File: src/rtl/pkg_rpn.sv
// ============================================================================
//  pkg_rpn : opcodes, FSM encoding and operand-count helper for the RPN stack
//  Revision : 1.0
// ============================================================================
`default_nettype none

package pkg_rpn;

    localparam logic [2:0] OP_ADD  = 3'b000;
    localparam logic [2:0] OP_SUB  = 3'b001;
    localparam logic [2:0] OP_AND  = 3'b010;
    localparam logic [2:0] OP_OR   = 3'b011;
    localparam logic [2:0] OP_XOR  = 3'b100;
    localparam logic [2:0] OP_NOT  = 3'b101;
    localparam logic [2:0] OP_DUP  = 3'b110;
    localparam logic [2:0] OP_SWAP = 3'b111;

    typedef enum logic [1:0] {
        OCIOSO  = 2'b00,
        CALCULA = 2'b01,
        ESCREVE = 2'b10
    } estado_t;

    // Entries that must already be on the stack before the opcode may start
    function automatic logic [1:0] operandos_necessarios(input logic [2:0] op);
        case (op)
            OP_NOT, OP_DUP: operandos_necessarios = 2'd1;
            default:        operandos_necessarios = 2'd2;
        endcase
    endfunction

endpackage

`default_nettype wire

File: src/rtl/ula_rpn_param.sv
// ============================================================================
//  ula_rpn_param : combinational ALU slice, Y = B op A with carry/borrow out
//  Revision : 1.0
// ============================================================================
`default_nettype none

module ula_rpn_param
    import pkg_rpn::*;
#(
    parameter int LARGURA = 8
) (
    input  logic [LARGURA-1:0] a_i,
    input  logic [LARGURA-1:0] b_i,
    input  logic [2:0]         op_i,
    output logic [LARGURA-1:0] y_o,
    output logic               carry_o
);

    logic [LARGURA:0] w_soma;
    logic [LARGURA:0] w_dif;

    // Extra MSB carries the carry-out for ADD and the borrow for SUB
    assign w_soma = {1'b0, b_i} + {1'b0, a_i};
    assign w_dif  = {1'b0, b_i} - {1'b0, a_i};

    always_comb begin
        y_o     = '0;
        carry_o = 1'b0;
        case (op_i)
            OP_ADD:  begin y_o = w_soma[LARGURA-1:0]; carry_o = w_soma[LARGURA]; end
            OP_SUB:  begin y_o = w_dif[LARGURA-1:0];  carry_o = w_dif[LARGURA];  end
            OP_AND:  y_o = b_i & a_i;
            OP_OR:   y_o = b_i | a_i;
            OP_XOR:  y_o = b_i ^ a_i;
            OP_NOT:  y_o = ~a_i;
            default: y_o = a_i;
        endcase
    end

endmodule

`default_nettype wire

File: src/rtl/pilha_rpn_param.sv
// ============================================================================
//  pilha_rpn_param : clocked RPN register stack with 3-state command FSM
//  Revision : 1.0
// ============================================================================
`default_nettype none

module pilha_rpn_param
    import pkg_rpn::*;
#(
    parameter int LARGURA      = 8,
    parameter int PROFUNDIDADE = 4
) (
    input  logic                                clk,
    input  logic                                rst_n,
    input  logic [LARGURA-1:0]                  entrada,
    input  logic [2:0]                          operacao,
    input  logic                                entrada_numero,
    input  logic                                entrada_operacao,
    input  logic                                limpar,
    output logic [LARGURA-1:0]                  resultado,
    output logic [LARGURA-1:0]                  display_a,
    output logic [LARGURA-1:0]                  display_b,
    output logic [$clog2(PROFUNDIDADE+1)-1:0]   contagem,
    output logic                                pilha_vazia,
    output logic                                pilha_cheia,
    output logic                                ocupado,
    output logic                                resultado_valido,
    output logic                                flag_carry,
    output logic                                flag_zero,
    output logic                                erro
);

    localparam int CW = $clog2(PROFUNDIDADE + 1);
    localparam int IW = (PROFUNDIDADE > 1) ? $clog2(PROFUNDIDADE) : 1;

    estado_t              estado_q, estado_d;
    logic [LARGURA-1:0]   pilha_q [PROFUNDIDADE];
    logic [LARGURA-1:0]   pilha_d [PROFUNDIDADE];
    logic [CW-1:0]        cont_q, cont_d;
    logic [2:0]           op_q, op_d;
    logic [LARGURA-1:0]   a_q, a_d, b_q, b_d;
    logic [LARGURA-1:0]   res_q, res_d;
    logic                 carry_q, carry_d;
    logic                 zero_q, zero_d;
    logic                 valido_q, valido_d;
    logic                 erro_q, erro_d;

    logic [IW-1:0]        w_idx_tos, w_idx_nos, w_idx_livre;
    logic [LARGURA-1:0]   w_tos, w_nos, w_y;
    logic                 w_carry, w_cheia, w_vazia, w_op_ok;

    // Indices wrap when the stack is short; every use is guarded by contagem
    assign w_idx_tos   = IW'(cont_q - CW'(1));
    assign w_idx_nos   = IW'(cont_q - CW'(2));
    assign w_idx_livre = IW'(cont_q);
    assign w_tos       = pilha_q[w_idx_tos];
    assign w_nos       = pilha_q[w_idx_nos];
    assign w_cheia     = (cont_q == CW'(PROFUNDIDADE));
    assign w_vazia     = (cont_q == '0);
    assign w_op_ok     = (cont_q >= CW'(operandos_necessarios(operacao)))
                         && !((operacao == OP_DUP) && w_cheia);

    ula_rpn_param #(
        .LARGURA (LARGURA)
    ) u_ula (
        .a_i     (a_q),
        .b_i     (b_q),
        .op_i    (op_q),
        .y_o     (w_y),
        .carry_o (w_carry)
    );

    always_comb begin
        estado_d = estado_q;
        pilha_d  = pilha_q;
        cont_d   = cont_q;
        op_d     = op_q;
        a_d      = a_q;
        b_d      = b_q;
        res_d    = res_q;
        carry_d  = carry_q;
        zero_d   = zero_q;
        valido_d = 1'b0;
        erro_d   = erro_q;
        case (estado_q)
            OCIOSO: begin
                if (limpar) begin
                    cont_d  = '0;
                    erro_d  = 1'b0;
                    carry_d = 1'b0;
                    zero_d  = 1'b0;
                    for (int i = 0; i < PROFUNDIDADE; i++) pilha_d[i] = '0;
                end else if (entrada_numero && entrada_operacao) begin
                    erro_d = 1'b1;
                end else if (entrada_numero) begin
                    if (w_cheia) begin
                        erro_d = 1'b1;
                    end else begin
                        pilha_d[w_idx_livre] = entrada;
                        cont_d               = cont_q + CW'(1);
                    end
                end else if (entrada_operacao) begin
                    if (w_op_ok) begin
                        op_d     = operacao;
                        a_d      = w_tos;
                        b_d      = w_nos;
                        estado_d = CALCULA;
                    end else begin
                        erro_d = 1'b1;
                    end
                end
            end
            CALCULA: begin
                res_d    = w_y;
                carry_d  = w_carry;
                zero_d   = (w_y == '0);
                estado_d = ESCREVE;
            end
            ESCREVE: begin
                valido_d = 1'b1;
                estado_d = OCIOSO;
                case (op_q)
                    OP_NOT:  pilha_d[w_idx_tos] = res_q;
                    OP_DUP: begin
                        pilha_d[w_idx_livre] = res_q;
                        cont_d               = cont_q + CW'(1);
                    end
                    OP_SWAP: begin
                        pilha_d[w_idx_tos] = b_q;
                        pilha_d[w_idx_nos] = a_q;
                    end
                    default: begin
                        pilha_d[w_idx_nos] = res_q;
                        cont_d             = cont_q - CW'(1);
                    end
                endcase
            end
            default: estado_d = OCIOSO;
        endcase
    end

    always_ff @(posedge clk or negedge rst_n) begin
        if (!rst_n) begin
            estado_q <= OCIOSO;
            for (int i = 0; i < PROFUNDIDADE; i++) pilha_q[i] <= '0;
            cont_q   <= '0;
            op_q     <= '0;
            a_q      <= '0;
            b_q      <= '0;
            res_q    <= '0;
            carry_q  <= 1'b0;
            zero_q   <= 1'b0;
            valido_q <= 1'b0;
            erro_q   <= 1'b0;
        end else begin
            estado_q <= estado_d;
            pilha_q  <= pilha_d;
            cont_q   <= cont_d;
            op_q     <= op_d;
            a_q      <= a_d;
            b_q      <= b_d;
            res_q    <= res_d;
            carry_q  <= carry_d;
            zero_q   <= zero_d;
            valido_q <= valido_d;
            erro_q   <= erro_d;
        end
    end

    assign resultado        = res_q;
    assign display_a        = w_vazia ? '0 : w_tos;
    assign display_b        = (cont_q >= CW'(2)) ? w_nos : '0;
    assign contagem         = cont_q;
    assign pilha_vazia      = w_vazia;
    assign pilha_cheia      = w_cheia;
    assign ocupado          = (estado_q != OCIOSO);
    assign resultado_valido = valido_q;
    assign flag_carry       = carry_q;
    assign flag_zero        = zero_q;
    assign erro             = erro_q;

endmodule

`default_nettype wire

File: config.mk
export PLATFORM = sky130hd
export DESIGN_NAME = pilha_rpn_param
export DESIGN_NICKNAME = d
export VERILOG_FILES = /design/src/rtl/pkg_rpn.sv /design/src/rtl/ula_rpn_param.sv /design/src/rtl/pilha_rpn_param.sv
export SDC_FILE = /design/constraint.sdc
export NUM_CORES = 1
export LEC_CHECK = 0
export CAP_MARGIN = 40
export CORE_ASPECT_RATIO = 1.4
export CORE_MARGIN = 2
export CORE_UTILIZATION = 50
export CTS_BUF_LIST = sky130_fd_sc_hd__clkbuf_16
export DETAILED_ROUTE_END_ITERATION = 16
export PLACE_DENSITY = 0.74
export SYNTH_ARGS = -nofsm -noshare
export SYNTH_HDL_FRONTEND = slang
export SYNTH_SLANG_ARGS = --single-unit
File: constraint.sdc
create_clock -name clk -period 3.6 [get_ports clk]
set_input_delay 0.54 -clock clk [delete_from_list [all_inputs] [get_ports clk]]
set_output_delay 0.54 -clock clk [all_outputs]
set_load 0.03 [all_outputs]
==> flow_summary.ini <==
[die]
core_mm2 = 0.01237
die_x_um = 99.10
die-height_um = 137.1
rows = 48
die_area_mm2 = 0.01359
start_util_pct = 51.17
io_pins = 50

[synthesis]
synth_compound_area_share_pct = 29.86
yosysTopAreaCell = dfrtp_1
ys_seq_area_share_pct = 26.88
synth_flop_cell = dfrtp_1
synth_nets = 813
synth_top_area_share_pct = 26.88
netlist_area_mm2 = 0.006331
ys_async_sr_fraction_pct = 100.0
ys_ff_latch = 68
synth-xor-area-share_pct = 1.107
syn_area_per_cell_um2 = 8.308
synthAdderAreaFrac_pct = 7.154
synthMuxAreaShare_pct = 13.38
ys_types = 71
synth_simple_gate_area_share_pct = 15.26
synth_top_family_by_area = compound AO/OA/AOI/OAI gates
synthTopCellsByArea = dfrtp_1 27%, ha_1 6.5%, mux4_2 6.4%
syn-instance-count = 762
ys_warn_count = 0
synth_edf_count = 0

[grt]
overflow = 0
grt_pass1_vias = 6301
track_usage_pct = 31.43
grt_max_degree = 53
antenna_found_initial = 0
grt_pass1_wl_um = 33180

[power]
power.density_mw_per_mm2 = 1078
vdd_ir_drop_max_mv = 0.3905
finalPower_mw = 7.774
power_leakage_nw = 2.954

[clock_tree]
cts_tree = done
clk_pin_slew_ns = 0.05
cts_setup_buffers = 0
numCtsBuffers = 9
cts_resized = 0
clock_path_buffers = 2
cts_root_buffer = clkbuf_16
h-tree-depth = 3
cts.sinks = 68
cts_hold_buffers = 0
clkLatencyLatePin_ns = 0.34

[layout]
mostFrequentLayoutCells = 103 x nand2_1, 80 x o21ai_0, 68 x a21oi_1, 68 x dfrtp_1, 48 x nor2_1
num_antenna_cells = 0
mostFrequentLayoutCell = nand2_1
nets = 837
area_growth_pct = 13.91
layout-drive-gt1-share_pct = 10.77
postLayoutCoreUtil_pct = 58.29

[flow_run]
drv_cap = 0

[detailed_routing]
firstDrtPassIters = 10
post_drt_via_cell_ratio = 6.866
drtAntennaViolNets = 0
wl_per_cell_um = 22.67
num_vias = 6447
finalWirelength_um = 21290
drtIter0Drc = 877
drc = 0

[sta]
fin_setup_tns_ns = 0
max_freq_mhz = 312.3
period_minus_slack_ns = 3.202
maxSlewHeadroom_pct = 41.16
hold_viol_final = 0
tightest_slew_ns = 0.8826
setup_viol = 0
drv_slew = 0
post-route-period-util_pct = 88.94
rsz0062_at_grt = no
skew_ns = 0.007293

[critical_path]
crit_required_ns = 3.06
crit_path_end_kind = output pin
critical_path_arrival_ns = 2.66
crit_type = reg -> out
critPathMaxFanout = 7
cp-start-kind = flop

[min_path]
hp-class = in -> async

[placement]
gp_congestion = 0.9627
io_buffers = 49
dpl.hpwl_um = 15300

[run_status]
outcome = finished clean
## registers in the layout (all words and copies together) (netlist names)
register          count
erro                  1
op_q                  3
flag_carry            1
a_q                   8
resultado             8
b_q                   8
flag_zero             1
estado_q              2
pilha_q              32
resultado_valido      1
contagem              3
## cells by family after synthesis
logic type                 after synthesis
adders and majority gates               35
and+or+nand+nor                        214
buffers and inverters                   92
xor gates and xnor gates                 8
AOI/OAI and AO/OA                      284
muxes                                   61
DFF                                     68
## cells in the mapped netlist, types with 4 or more instances
cell type    n
clkbuf_1    22
mux2i_1     34
nor3_1       8
dfrtp_1     68
o21a_1       4
buf_2       28
nand2_1    103
nand3_1      6
nor2b_1     23
mux4_2      18
a222oi_1    15
a21oi_1     68
xor2_1       6
o31ai_1     18
a221o_1      7
nor2_1      48
o22ai_1      5
nand2b_1     9
a2bb2oi_1    4
o211ai_1     5
ha_1        33
mux2_2       9
o21ai_0     80
inv_1       33
a211oi_1    25
a21o_1      11
## layout make-up
class	instances	area, um2
clock inverter	5	71.32
timing repair buffer	70	653.1
multi-input combinational	602	4242
inverter	35	131.4
tap	150	187.7
clock buffer	9	225.2
sequential	68	1702
fill	1100	5160
## worst max-delay path, stage by stage, from the launching register on
cell,delay (ns)
dfrtp_1,0.56
inv_1,0.17
ha_1,0.25
nor3_1,0.43
buf_4,0.25
nor2b_1,0.08
clkdlybuf4s50_1,0.59
## per-layer routing
layer	vias to the layer above	GRT usage [%]	routed length (um)
met5	-	0	0
met2	417	52.52	10660
met3	88	5.618	1859
li1	2872	-	-
met4	0	17.50	960
met1	3070	38.21	7811
## stage by stage
stage / std cells / hold slack [ns] / area, um2 / worst slack, ns
after global routing: 939 / 0.08928 / 7212 / 0.3019
final: 939 / 0.07719 / 7212 / 0.3981
after detailed placement: 925 / 0.4386 / 6915 / 0.6242
after CTS: 939 / 0.08558 / 7212 / 0.3793
after global placement: 921 / 0.4781 / 6865 / 0.7579
after floorplan: 762 / 0.2444 / 6331 / 0.1319
## final timing paths
kind | startpoint | end | slack (ns) | depth (start not counted)
min | rst_n | pilha_q[15] | 0.08 | 1
min reg2reg | flag_zero | flag_zero | 0.49 | 1
max in group asynchronous | rst_n | a_q[2] | 2.97 | 2
max reg2reg | contagem[1] | pilha_q[29] | 0.55 | 9
max | contagem[0] | display_b[1] | 0.40 | 6
min in group clk | flag_zero | flag_zero | 0.49 | 1
## report_power, final
group | leakage (nW) | internal (mW) | switching [mW]
combinational | 1.92 | 2.03 | 3.01
clock | 0.151 | 0.592 | 0.341
sequential | 0.886 | 1.08 | 0.732
total | 2.95 | 3.70 | 4.08
(Power assumes the default switching activity.)
